File: src/rtl/bios_router_pkg.sv
// Shared types and constants for the BIOS window router.
package bios_router_pkg;

    typedef enum logic [1:0] {
        IDLE     = 2'd0,
        ROM_RD   = 2'd1,
        RAM_WAIT = 2'd2,
        DONE     = 2'd3
    } state_t;

    typedef enum logic {
        ROUTE_ROM = 1'b0,
        ROUTE_RAM = 1'b1
    } route_t;

    // Returned to the CPU when an SDRAM read is abandoned.
    localparam logic [15:0] TIMEOUT_READ_DATA = 16'hFFFF;

endpackage

File: src/rtl/bus_timeout_counter.sv
// Bus-wait watchdog: counts enabled cycles and flags the LIMIT-th one.
module bus_timeout_counter #(
    parameter int WIDTH = 16,
    parameter int LIMIT = 255
) (
    input  logic clk,
    input  logic reset,
    input  logic clear,
    input  logic enable,
    output logic expired
);

    localparam logic [WIDTH-1:0] LAST = WIDTH'(LIMIT - 1);

    logic [WIDTH-1:0] count;

    // expired is high during the LIMIT-th consecutive enabled cycle.
    assign expired = enable && (count == LAST);

    always_ff @(posedge clk) begin
        if (reset || clear) begin
            count <= '0;
        end else if (enable && !expired) begin
            count <= count + 1'b1;
        end
    end

endmodule

File: src/rtl/bios_window_router.sv
// Steers BIOS-window data accesses to boot ROM or SDRAM, with an SDRAM wait timeout.
module bios_window_router
    import bios_router_pkg::*;
#(
    parameter int ROM_ADDR_WIDTH = 12,
    parameter int TIMEOUT_CYCLES = 255
) (
    input  logic                      clk,
    input  logic                      reset,
    input  logic                      cs,
    input  logic                      bios_enabled,
    input  logic [19:1]               data_m_addr,
    input  logic [15:0]               data_m_data_in,
    output logic [15:0]               data_m_data_out,
    input  logic [1:0]                data_m_bytesel,
    input  logic                      data_m_wr_en,
    input  logic                      data_m_access,
    output logic                      data_m_ack,
    output logic [ROM_ADDR_WIDTH-1:0] rom_addr,
    output logic                      rom_rd_en,
    input  logic [15:0]               rom_data,
    output logic [19:1]               ram_m_addr,
    output logic [15:0]               ram_m_data_out,
    input  logic [15:0]               ram_m_data_in,
    output logic [1:0]                ram_m_bytesel,
    output logic                      ram_m_wr_en,
    output logic                      ram_m_access,
    input  logic                      ram_m_ack,
    output logic                      timeout_err
);

    state_t      state;
    route_t      route_sel;
    logic [19:1] req_addr;
    logic [15:0] req_data;
    logic [1:0]  req_bytesel;
    logic        req_wr;
    logic [15:0] data_q;
    logic        rom_ack;
    logic        wait_active;
    logic        wait_clear;
    logic        expired;

    assign route_sel   = bios_enabled ? ROUTE_ROM : ROUTE_RAM;
    assign wait_active = (state == RAM_WAIT);
    assign wait_clear  = !wait_active;

    bus_timeout_counter #(
        .WIDTH(16),
        .LIMIT(TIMEOUT_CYCLES)
    ) u_timeout (
        .clk    (clk),
        .reset  (reset),
        .clear  (wait_clear),
        .enable (wait_active),
        .expired(expired)
    );

    assign rom_addr       = req_addr[ROM_ADDR_WIDTH:1];
    assign ram_m_addr     = req_addr;
    assign ram_m_data_out = req_data;
    assign ram_m_bytesel  = req_bytesel;
    assign ram_m_wr_en    = ram_m_access && req_wr;

    // ROM data arrives combinationally in the ack cycle; all other sources are registered.
    assign data_m_data_out = rom_ack ? rom_data : data_q;

    always_ff @(posedge clk) begin
        if (reset) begin
            state        <= IDLE;
            data_m_ack   <= 1'b0;
            data_q       <= '0;
            rom_ack      <= 1'b0;
            rom_rd_en    <= 1'b0;
            ram_m_access <= 1'b0;
            timeout_err  <= 1'b0;
            req_addr     <= '0;
            req_data     <= '0;
            req_bytesel  <= '0;
            req_wr       <= 1'b0;
        end else begin
            data_m_ack  <= 1'b0;
            data_q      <= '0;
            rom_ack     <= 1'b0;
            rom_rd_en   <= 1'b0;
            timeout_err <= 1'b0;

            case (state)
                IDLE: begin
                    if (cs && data_m_access) begin
                        req_addr    <= data_m_addr;
                        req_data    <= data_m_data_in;
                        req_bytesel <= data_m_bytesel;
                        req_wr      <= data_m_wr_en;
                        if (route_sel == ROUTE_ROM) begin
                            // Writes into the ROM window are acknowledged and dropped.
                            if (data_m_wr_en) begin
                                data_m_ack <= 1'b1;
                                state      <= DONE;
                            end else begin
                                rom_rd_en <= 1'b1;
                                state     <= ROM_RD;
                            end
                        end else begin
                            ram_m_access <= 1'b1;
                            state        <= RAM_WAIT;
                        end
                    end
                end

                ROM_RD: begin
                    data_m_ack <= 1'b1;
                    rom_ack    <= 1'b1;
                    state      <= DONE;
                end

                RAM_WAIT: begin
                    // A real ack takes priority over a timeout landing in the same cycle.
                    if (ram_m_ack) begin
                        ram_m_access <= 1'b0;
                        data_m_ack   <= 1'b1;
                        data_q       <= req_wr ? 16'h0000 : ram_m_data_in;
                        state        <= DONE;
                    end else if (expired) begin
                        ram_m_access <= 1'b0;
                        data_m_ack   <= 1'b1;
                        data_q       <= req_wr ? 16'h0000 : TIMEOUT_READ_DATA;
                        timeout_err  <= 1'b1;
                        state        <= DONE;
                    end
                end

                DONE: begin
                    state <= IDLE;
                end

                default: begin
                    state <= IDLE;
                end
            endcase
        end
    end

endmodule

File: config.mk
export PLATFORM = sky130hd
export DESIGN_NAME = bios_window_router
export DESIGN_NICKNAME = d
export VERILOG_FILES = /design/src/rtl/bios_router_pkg.sv /design/src/rtl/bus_timeout_counter.sv /design/src/rtl/bios_window_router.sv
export SDC_FILE = /design/constraint.sdc
export NUM_CORES = 1
export LEC_CHECK = 0
export CAP_MARGIN = 20
export CORE_UTILIZATION = 30
export CTS_BUF_LIST = sky130_fd_sc_hd__clkbuf_16
export DETAILED_ROUTE_END_ITERATION = 16
export DONT_BUFFER_PORTS = 1
export MAX_ROUTING_LAYER = met4
export PLACE_DENSITY = 0.54
export SYNTH_ARGS = -nofsm -noshare
export SYNTH_HDL_FRONTEND = slang
export SYNTH_HIERARCHICAL = 1
export SYNTH_SLANG_ARGS = --single-unit
File: constraint.sdc
create_clock -name clk -period 6.35 [get_ports clk]
set_input_delay 0 -clock clk [delete_from_list [all_inputs] [get_ports clk]]
set_output_delay 0 -clock clk [all_outputs]
set_load 0.01 [all_outputs]
==> reports/results.ini <==
[sta]
fin_skew_ns=0.00515
setup-violations-final=0
hold_violations=0
report.final.slew_viol_count=0
tightest_slew_ns=0.990
fin_ws_ns=3.70
setup_tns_ns=0
period_share_pct=41.8
rsz0062_at_grt=false
fmax_mhz=377
period_minus_slack_ns=2.65
slew_headroom_pct=33.9

[setup_path]
worst_setup_path_start_kind=flip-flop
end_kind=flip-flop
critPathArrivalTime_ns=2.93
timing_worst_setup_path_type=flip-flop to flip-flop
path_max_fanout=5
required_ns=6.62

[power_and_ir_drop]
peakVddDrop_uv=168
p_switching_w=0.000402
p_seq_share_pct=42.4
comb_power_share_pct=22.4
clkPwrFrac_pct=35.2
p_int_w=0.000975
cellLeakagePower_nw=1.66
sw_frac_of_total_pct=29.2
power.density_nw_per_um2=307

[routing]
via_count=2881
drc=0
antenna_left=0
drt-initial-drc-count=139
viasPerCell=4.80
wirelength_um=8370
dr.pass1.iters=4
post_drt_wl_per_cell_um=14.0

[logic_synthesis]
synth.avg_cell_area_um2=8.59
synth.top_cell.area_share_pct=45.5
ys_seq_elements=77
synth_edf_count=0
yosysUniqueCellTypes=45
yosysTopAreaCell=dfxtp_1
yosysWarnings=6
synth_area_leaders=dfxtp_1 46%, nand2_1 11%, a21oi_1 7.8%, mux2_2 5.7%, ha_1 3.0%
yosysMostFrequentCell=nand2_1
ys_seq_area_share_pct=45.5
synth-main-ff-cell=dfxtp_1
syn-num-nets=478
synth.top_cells.by_count=97 x nand2_1, 77 x dfxtp_1, 53 x a21oi_1, 17 x mux2_2
netlist_area_um2=3380
async_flop_share_pct=0
netlist_instances=394

[global_route]
grt_max_degree=47
antenna_found_initial=0
first_global_vias=2729
globalRouteOverflowTotal=0
grt_util_all_layers_pct=14.6
grt_pass1_wl_um=12600

[cells_and_area]
ff_latch_area_um2=1540
n_antenna_cell=0
drive_gt1_share_pct=10.4
multi_input_area_um2=1600
fillers=1059
fin_nets=539
area_growth_pct=32.7

[placed_design]
dpl.hpwl_um=5380
io_buffers=0
gp_congestion=0.771
place_ws_ns=3.80

[cts]
cts.path.max_buffers=2
clk-insertion-delay-late_ns=0.33
cts_sinks=77
clk_pin_slew_worst_paths_ns=0.05
htreeDepth=3
numCtsBuffers=9
cts_tree=done
cts_root_buffer=clkbuf_16

[die]
coreArea_um2=10900
die_y_um=108
start_util_pct=30.9
num_rows=38
die_x_um=108
die-area_um2=11700
ios=146

[run]
cap_violations=0

[run_status]
status=finished, final reports clean

[hold_path]
hold_class=input pin to flip-flop

sequential cells by signal, summed over array words and instances, names as in the netlist, 2 cells and up:
register,count
ram_m_addr,19
ram_m_bytesel,2
u_timeout/count,16
data_q,16
ram_m_data_out,16
state,2
power groups by stage:
| stage | registers [W] | logic, W | clock network (W) |
|---|---|---|---|
| finish | 0.000584 | 0.000308 | 0.000485 |
| global route | 0.000591 | 0.000342 | 0.000518 |
| CTS | 0.000584 | 0.000308 | 0.000499 |
| detailed placement | 0.000594 | 0.000234 | 0 |
| global placement | 0.000593 | 0.000231 | 0 |
| floorplan | 0.000573 | 0.000229 | 0 |
kinds of logic after synthesis:
family                     count (synthesis)  share of synthesized area (%)
and+or+nand+nor                          161                           22.3
AOI/OAI and AO/OA                         82                           14.4
DFF                                       77                           45.5
buffers and inverters                     42                           7.32
muxes                                     18                           5.95
adders and majority gates                  8                           2.96
xor gates and xnor gates                   6                           1.55
cell type report:
| cell class | count | share of cell area (%) |
|---|---|---|
| clock buffers | 9 | 5.02 |
| flip-flops and latches | 77 | 34.3 |
| well taps | 140 | 3.90 |
| multi-input cells | 275 | 35.5 |
| inverters | 5 | 0.418 |
| clock inverters | 7 | 1.31 |
| repair buffers | 87 | 19.5 |
per-stage QoR:
stage	hold slack [ns]	total power [W]	cells	util (%)	area, µm²
finish	0.0386	0.00138	600	41.1	4490
global route	0.0695	0.00145	600	41.1	4490
CTS	0.0337	0.00139	600	41.1	4490
detailed placement	0.0736	0.000829	499	30.6	3350
global placement	0.0734	0.000825	499	30.6	3350
floorplan	0.0758	0.000801	394	-	3380
critical path: stages, from the launching register on:
cell and delay, ns:
dfxtp_1 0.34, or4_4 0.56, nor3_1 0.34, and3_1 0.29, or3b_1 0.18, a21oi_1 0.07, a311oi_1 0.23, dlygate4sd3_1 0.57
layout by cell type, fill, tap and decap left out, drive strengths merged, types with 5 or more instances in the layout:
| cell | synthesis | layout |
|---|---|---|
| nand2 | 97 | 97 |
| dlygate4sd3 | 0 | 84 |
| dfxtp | 77 | 77 |
| a21oi | 63 | 63 |
| mux2 | 17 | 17 |
| nor2 | 10 | 10 |
| nand3 | 9 | 9 |
| clkbuf | 9 | 9 |
| ha | 8 | 8 |
| inv | 5 | 7 |
| o21ai | 6 | 6 |
| xnor2 | 6 | 6 |
| nor4 | 6 | 6 |
| nor3 | 5 | 5 |
per-layer routing:
layer | part of all wire, % | global-route usage (%)
met1 | 40 | 14.4
met2 | 52 | 26.6
met3 | 5.3 | 3.19
met4 | 1.9 | 7.63
met5 | 0 | -
worst paths after layout:
path                                                       start                          endpoint  slack [ns]  cells after the start
worst min-delay path                                   ram_m_ack             data_m_ack$_SDFF_PP0_        0.04                      3
worst min register to register  u_timeout/count[15]$_SDFFE_PP0P_  u_timeout/count[15]$_SDFFE_PP0P_        0.49                      2
worst max-delay path            u_timeout/count[11]$_SDFFE_PP0P_             state[0]$_SDFFE_PP0P_        3.70                      7
worst max register to register  u_timeout/count[11]$_SDFFE_PP0P_             state[0]$_SDFFE_PP0P_        3.70                      7
timing repair:
action | in CTS | in global routing
resized for setup | 0 | 0
hold buffers | 85 | 0
setup buffers | 0 | 0
endpoints found under the hold margin | 65 | 0
Note: power is estimated with default switching activity, not from simulation.
